[src/rtl/alu_pkg.sv]
`default_nettype none
// ============================================================================
//  Module      : alu_pkg
//  Description : Shared definitions for the execute-stage ALU and the
//                sequencers that time-share it: datapath width, ALU
//                operation encodings and the multiply/divide sequencer
//                state encoding.
//  Ports       : none (package)
//  Revision    : 1.0 - initial release
// ============================================================================
package alu_pkg;

  // Datapath width of the shared ripple ALU.
  localparam int unsigned ALU_WIDTH = 32;

  // ALU operation select encodings.
  localparam logic [1:0] ALU_AND = 2'b00;
  localparam logic [1:0] ALU_OR  = 2'b01;
  localparam logic [1:0] ALU_ADD = 2'b10;
  localparam logic [1:0] ALU_SLT = 2'b11;

  // Multiply/divide sequencer state encoding.
  typedef logic [1:0] seq_state_t;
  localparam seq_state_t ST_IDLE = 2'd0;
  localparam seq_state_t ST_MUL  = 2'd1;
  localparam seq_state_t ST_DIV  = 2'd2;
  localparam seq_state_t ST_FIN  = 2'd3;

endpackage : alu_pkg
`default_nettype wire

[src/rtl/alu_carry_recover.sv]
`default_nettype none
// ============================================================================
//  Module      : alu_carry_recover
//  Description : Recovers the carry-out (add) or borrow (subtract) of a
//                two's-complement adder from the operand and result MSBs.
//                The shared ALU has no carry-out pin, so any sequencer that
//                needs the 33rd bit rebuilds it here.
//  Ports       : i_a31   - MSB of ALU operand a
//                i_b31   - MSB of ALU operand b (before bnegate inversion)
//                i_r31   - MSB of ALU result
//                i_sub   - 1: operation was a - b, 0: a + b
//                o_carry - carry-out for add, borrow for subtract
//  Revision    : 1.0 - initial release
// ============================================================================
module alu_carry_recover (
  input  logic i_a31,
  input  logic i_b31,
  input  logic i_r31,
  input  logic i_sub,
  output logic o_carry
);

  logic w_carry_add;
  logic w_borrow_sub;

  // Add: carry if both MSBs set, or exactly one set and the sum MSB cleared.
  assign w_carry_add  = (i_a31 & i_b31) | ((i_a31 | i_b31) & ~i_r31);
  // Subtract: borrow if a < b judged from MSBs, or MSBs equal and the
  // difference wrapped negative.
  assign w_borrow_sub = (~i_a31 & i_b31) | (~(i_a31 ^ i_b31) & i_r31);

  assign o_carry = i_sub ? w_borrow_sub : w_carry_add;

endmodule : alu_carry_recover
`default_nettype wire

[src/rtl/alu_muldiv_seq.sv]
`default_nettype none
// ============================================================================
//  Module      : alu_muldiv_seq
//  Description : Multi-cycle unsigned multiply / restoring divide sequencer.
//                Performs one add or subtract per clock on the shared
//                execute-stage ALU, owning its operands and control lines
//                while busy. A start in cycle 0 gives done in cycle WIDTH+1;
//                divide by zero finishes in cycle 1.
//  Ports       : clk             - clock, rising edge
//                rst_n           - asynchronous active-low reset
//                i_start         - begin operation (sampled in IDLE only)
//                i_op_div        - 0 multiply, 1 divide
//                i_src_a         - multiplicand / dividend
//                i_src_b         - multiplier / divisor
//                o_busy          - operation in progress (MUL, DIV, FIN)
//                o_done          - one-cycle completion pulse
//                o_div_zero      - divisor was zero (valid with done)
//                o_hi / o_lo     - product high/low, or remainder/quotient
//                o_alu_a/_b      - ALU operands
//                o_alu_ainvert   - ALU ainvert control
//                o_alu_bnegate   - ALU bnegate control
//                o_alu_operation - ALU operation select
//                i_alu_result    - ALU combinational result
//  Revision    : 1.0 - initial release
// ============================================================================
module alu_muldiv_seq
  import alu_pkg::*;
#(
  parameter int unsigned WIDTH = ALU_WIDTH,
  parameter int unsigned CNT_W = 6
) (
  input  logic             clk,
  input  logic             rst_n,
  input  logic             i_start,
  input  logic             i_op_div,
  input  logic [WIDTH-1:0] i_src_a,
  input  logic [WIDTH-1:0] i_src_b,
  output logic             o_busy,
  output logic             o_done,
  output logic             o_div_zero,
  output logic [WIDTH-1:0] o_hi,
  output logic [WIDTH-1:0] o_lo,
  output logic [WIDTH-1:0] o_alu_a,
  output logic [WIDTH-1:0] o_alu_b,
  output logic             o_alu_ainvert,
  output logic             o_alu_bnegate,
  output logic [1:0]       o_alu_operation,
  input  logic [WIDTH-1:0] i_alu_result
);

  seq_state_t       r_state;
  logic [CNT_W-1:0] r_cnt;
  logic [WIDTH-1:0] r_hi;
  logic [WIDTH-1:0] r_lo;
  // Multiplicand in MUL, divisor in DIV; never needed at the same time.
  logic [WIDTH-1:0] r_opb;
  logic             r_div_zero;

  logic [WIDTH-1:0] w_rs;
  logic             w_m;
  logic [WIDTH-1:0] w_alu_a;
  logic [WIDTH-1:0] w_alu_b;
  logic             w_alu_bnegate;
  logic [1:0]       w_alu_operation;
  logic             w_sub;
  logic             w_carry;
  logic             w_last_step;

  // Partial remainder shifted left by one with the next dividend bit;
  // w_m is the bit shifted out, i.e. bit WIDTH of the 33-bit remainder.
  assign w_rs = {r_hi[WIDTH-2:0], r_lo[WIDTH-1]};
  assign w_m  = r_hi[WIDTH-1];

  assign w_sub       = (r_state == ST_DIV);
  assign w_last_step = (r_cnt == CNT_W'(WIDTH - 1));

  // ALU drive: idle values everywhere except the two stepping states.
  always_comb begin
    w_alu_a         = '0;
    w_alu_b         = '0;
    w_alu_bnegate   = 1'b0;
    w_alu_operation = ALU_AND;
    case (r_state)
      ST_MUL: begin
        w_alu_a         = r_hi;
        w_alu_b         = r_lo[0] ? r_opb : '0;
        w_alu_operation = ALU_ADD;
      end
      ST_DIV: begin
        w_alu_a         = w_rs;
        w_alu_b         = r_opb;
        w_alu_bnegate   = 1'b1;
        w_alu_operation = ALU_ADD;
      end
      default: ;
    endcase
  end

  alu_carry_recover u_carry (
    .i_a31   (w_alu_a[WIDTH-1]),
    .i_b31   (w_alu_b[WIDTH-1]),
    .i_r31   (i_alu_result[WIDTH-1]),
    .i_sub   (w_sub),
    .o_carry (w_carry)
  );

  always_ff @(posedge clk or negedge rst_n) begin
    if (!rst_n) begin
      r_state    <= ST_IDLE;
      r_cnt      <= '0;
      r_hi       <= '0;
      r_lo       <= '0;
      r_opb      <= '0;
      r_div_zero <= 1'b0;
    end else begin
      case (r_state)
        ST_IDLE: begin
          if (i_start) begin
            r_cnt      <= '0;
            r_div_zero <= 1'b0;
            if (!i_op_div) begin
              r_opb   <= i_src_a;
              r_lo    <= i_src_b;
              r_hi    <= '0;
              r_state <= ST_MUL;
            end else if (i_src_b != '0) begin
              r_opb   <= i_src_b;
              r_lo    <= i_src_a;
              r_hi    <= '0;
              r_state <= ST_DIV;
            end else begin
              r_hi       <= i_src_a;
              r_lo       <= '1;
              r_div_zero <= 1'b1;
              r_state    <= ST_FIN;
            end
          end
        end

        ST_MUL: begin
          // Shift the 65-bit {carry, sum, lo} right by one.
          {r_hi, r_lo} <= {w_carry, i_alu_result, r_lo[WIDTH-1:1]};
          r_cnt        <= r_cnt + 1'b1;
          if (w_last_step) begin
            r_state <= ST_FIN;
          end
        end

        ST_DIV: begin
          // Remainder >= divisor when the shifted-out bit is set or the
          // subtraction did not borrow; then keep the difference.
          if (w_m | ~w_carry) begin
            r_hi <= i_alu_result;
            r_lo <= {r_lo[WIDTH-2:0], 1'b1};
          end else begin
            r_hi <= w_rs;
            r_lo <= {r_lo[WIDTH-2:0], 1'b0};
          end
          r_cnt <= r_cnt + 1'b1;
          if (w_last_step) begin
            r_state <= ST_FIN;
          end
        end

        ST_FIN: begin
          r_state <= ST_IDLE;
        end

        default: begin
          r_state <= ST_IDLE;
        end
      endcase
    end
  end

  assign o_busy          = (r_state != ST_IDLE);
  assign o_done          = (r_state == ST_FIN);
  assign o_div_zero      = r_div_zero;
  assign o_hi            = r_hi;
  assign o_lo            = r_lo;
  assign o_alu_a         = w_alu_a;
  assign o_alu_b         = w_alu_b;
  assign o_alu_ainvert   = 1'b0;
  assign o_alu_bnegate   = w_alu_bnegate;
  assign o_alu_operation = w_alu_operation;

endmodule : alu_muldiv_seq
`default_nettype wire

[config.mk]
export PLATFORM = sky130hd
export DESIGN_NAME = alu_muldiv_seq
export DESIGN_NICKNAME = d
export VERILOG_FILES = /design/src/rtl/alu_pkg.sv /design/src/rtl/alu_carry_recover.sv /design/src/rtl/alu_muldiv_seq.sv
export SDC_FILE = /design/constraint.sdc
export NUM_CORES = 1
export LEC_CHECK = 0
export ABC_AREA = 1
export CAP_MARGIN = 25
export CORE_MARGIN = 2
export CORE_UTILIZATION = 45
export DETAILED_ROUTE_END_ITERATION = 10
export HOLD_SLACK_MARGIN = 0.02
export PLACE_DENSITY = 0.77
export SLEW_MARGIN = 5
export SYNTH_ARGS = -nofsm -noshare
export SYNTH_HDL_FRONTEND = slang
export SYNTH_SLANG_ARGS = --single-unit
[constraint.sdc]
create_clock -name clk -period 6.2 [get_ports clk]
set_input_delay 0.62 -clock clk [delete_from_list [all_inputs] [get_ports clk]]
set_output_delay 0.62 -clock clk [all_outputs]
set_load 0.02 [all_outputs]
==> impl_results.md <==
- Worst EP required: 5.58 ns
- Register area share after synthesis: 0.340
- # clock sinks: about 110
- TritonCTS Buffers: 9
- Antenna violations before repair: 0
- Antenna cells: 0
- Critical Path, Cell by Cell: inv_1 > ha_1 > buf_4 > inv_2 > a21oi_1 > inv_1 > buf_16 > nor2_1 > clkdlybuf4s50_1
- Critical path type: reg -> out
- CORE AREA: approximately 17000 µm²
- Critical path's slowest cell: clkdlybuf4s50_1
- Placed Area: 9990 µm²
- Crit-path max cell delay: 0.63 ns
- Status: complete, no violations
- Synth warnings: 0
- Die Wd: roughly 130 µm
- Total gr overflow: 0
- Rows: 47
- CTS-repair resized insts: 0
- Largest net degree at the start of global routing: 103
- Vias per cell: ~5.2
- GRT Max-Usage Layer: met2
- Number of global-route vias before repair: 7958
- Endpoints failing setup: 0
- Most common cell on crit path: inv_1
- DPL Wire Length: 18500 µm
- Setup bufs post-CTS: 0
- Layout cells sized above 1: 0.0429
- Drt pass-1 iters: 5
- Met2 usage: 0.452
- Synth Instances: 1274
- WL/cell: about 16 µm
- PwrDens: 583 nW/µm²
- Pre-CTS WS: 2.38 ns
- CTS Hold Buffers Added: 0
- Slew margin rel.: 0.354
- Post-route minimum period: 4.04 ns
- Max-cap violations: 0
- Tcrit/Tclk final: 0.651
- Worst slew pin tran: 0.970 ns
- Max Fanout on Critical Path: 38
- GR Util met1: 0.417
- Critical Path Source: r_state[0]$_DFFE_PN0P_
- DR DRC count: 0
- Final Slew Violations: 0
- Leak: roughly 5 nW
- Die Ht: 135 µm
- Top_reg_cell synth: dfrtp_1
- Final worst slack: 2.16 ns
- Critical Path Sink Type: output port
- Routed Antenna Nets: 0
- Worst path bufs/invs: 6
- Delay-heaviest family, CP: buffers and inverters
- EDFF count, synth: 0
- Max Buffers Root-to-Sink: 2
- Drt total wl: 26200 µm
- Avg Cell Area, Syn: 6.06 µm²
- Die ar.: between 15000 and 20000 µm²
- GRT Overall Usage: 0.287
- Fin nets: 1550
- Crit path arrival time: 3.42 ns
- Fin area: 10400 µm²
- First-pass GRT wire length: 41700 µm
- Met3 Usage GRT: 0.0375
- Maximum clock rate: 248 MHz
- Post-synth ARST share: 1.00
- Startpoint Class: register
- Clock transition at path regs: 0.07 ns
- #FFs+latches synth: 105
- IO Port Bufs: 232
- Netlist cell types: 29
- Clock skew: 0.00789 ns
- H-tree depth: 3
- RSZ-0062 raised after global routing: false
- Vias: 8712
- CTS tree: yes
- Setup_tns: 0 ns
- Gpl congestion: 0.871
- Initial DRC Count: 825
- Root buf cell: clkbuf_16
- I/O Pins: 235
- Area delta synth->final: 35.3%
- Hold Fails Final Rpt: 0
- Hold Crit Class: in -> async
- Initial core utilization: 0.462
- Max VDD drop: 0.532 mV
- Mapped cell area: roughly 7700 µm²
- R2R Path Start: r_state[1]$_DFFE_PN0P_
- Clock latency on the worst-skew pair: 0.35 ns
## metal layers
| layer | routed length, µm | share of wire |
|---|---|---|
| met5 | 0 | 0 |
| met4 | 399 | 0.015 |
| met3 | 2090 | 0.080 |
| met2 | 11700 | 0.45 |
| met1 | 12000 | 0.46 |
## area by class of cell
type,count,area (µm²)
multi-input cells,905,4030
clock buffers,11,243
flip-flops and latches,105,2630
well taps,220,275
clock inverters,5,150
inverters,174,653
fillers,1547,6260
repair buffers,246,2460
## worst paths after layout
path | to | cells after the start | slack [ns]
hold reg to reg | r_opb[11]$_DFFE_PN0P_ | 2 | 0.49
setup reg to reg | o_hi[8]$_DFFE_PN0P_ | 16 | 2.62
min in group clk | r_opb[11]$_DFFE_PN0P_ | 2 | 0.49
setup / recovery | o_alu_b[22] | 9 | 2.16
max in group asynchronous | o_hi[31]$_DFFE_PN0P_ | 2 | 4.70
hold / removal | r_opb[17]$_DFFE_PN0P_ | 1 | 0.25
## cells in the mapped netlist, types with 2 or more instances
cell	n	share of area
clkbuf_1	46	0.022
a22oi_1	2	0.0019
nor3_1	3	0.0019
dfrtp_1	105	0.34
buf_1	17	0.0083
nor2_1	94	0.046
buf_6	5	0.0073
inv_1	149	0.072
buf_4	9	0.0088
a21oi_1	192	0.12
clkinv_1	2	0.00097
nand3_1	74	0.048
buf_2	14	0.0091
nand2_1	420	0.20
o22ai_1	28	0.023
ha_1	9	0.015
o21ai_1	28	0.018
inv_2	23	0.011
o21ai_0	44	0.029
## placed cells by master, fill, tap and decap left out, types with 2 or more instances in the layout
cell type / count
clkbuf_16: 9
nor3_1: 3
o21ai_1: 27
inv_2: 24
clkdlybuf4s50_1: 230
ha_2: 2
buf_4: 14
o22ai_1: 28
nor2_2: 2
a22oi_1: 2
bufinv_16: 5
dfrtp_1: 105
nand3_1: 74
conb_1: 2
a21oi_1: 192
ha_1: 7
buf_16: 2
o21ai_0: 44
nor2_1: 93
nand2_1: 420
inv_1: 149
## report_power, final
| part | internal (mW) | total (mW) | switching [mW] | leakage [nW] |
|---|---|---|---|---|
| registers | 1.04 | 1.33 | 0.291 | 1.29 |
| clock network | 0.488 | 0.752 | 0.264 | 0.190 |
| logic | 1.53 | 4.01 | 2.48 | 3.66 |
## kinds of logic after synthesis
logic type / after synthesis / share of synthesized area
and+or+nand+nor: 596 / 0.304
AOI/OAI and AO/OA: 298 / 0.200
buffers and inverters: 265 / 0.140
adders and majority gates: 9 / 0.0146
other: 1 / 0.000486
DFF: 105 / 0.340
## stage by stage
stage	total power [mW]	hold slack, ns	util	cells
after global routing	6.62	0.302	0.625	1666
final	6.09	0.255	0.625	1666
after detailed placement	5.28	0.478	0.598	1648
after CTS	6.06	0.276	0.622	1664
after floorplan	3.92	0.324	-	1275
after global placement	5.22	0.473	0.598	1648
## state kept, by name (all words and copies together) (netlist names)
signal      count
o_div_zero      1
o_hi           32
o_lo           32
r_cnt           6
r_opb          32
r_state         2
Note: power is estimated with default switching activity, not from simulation.
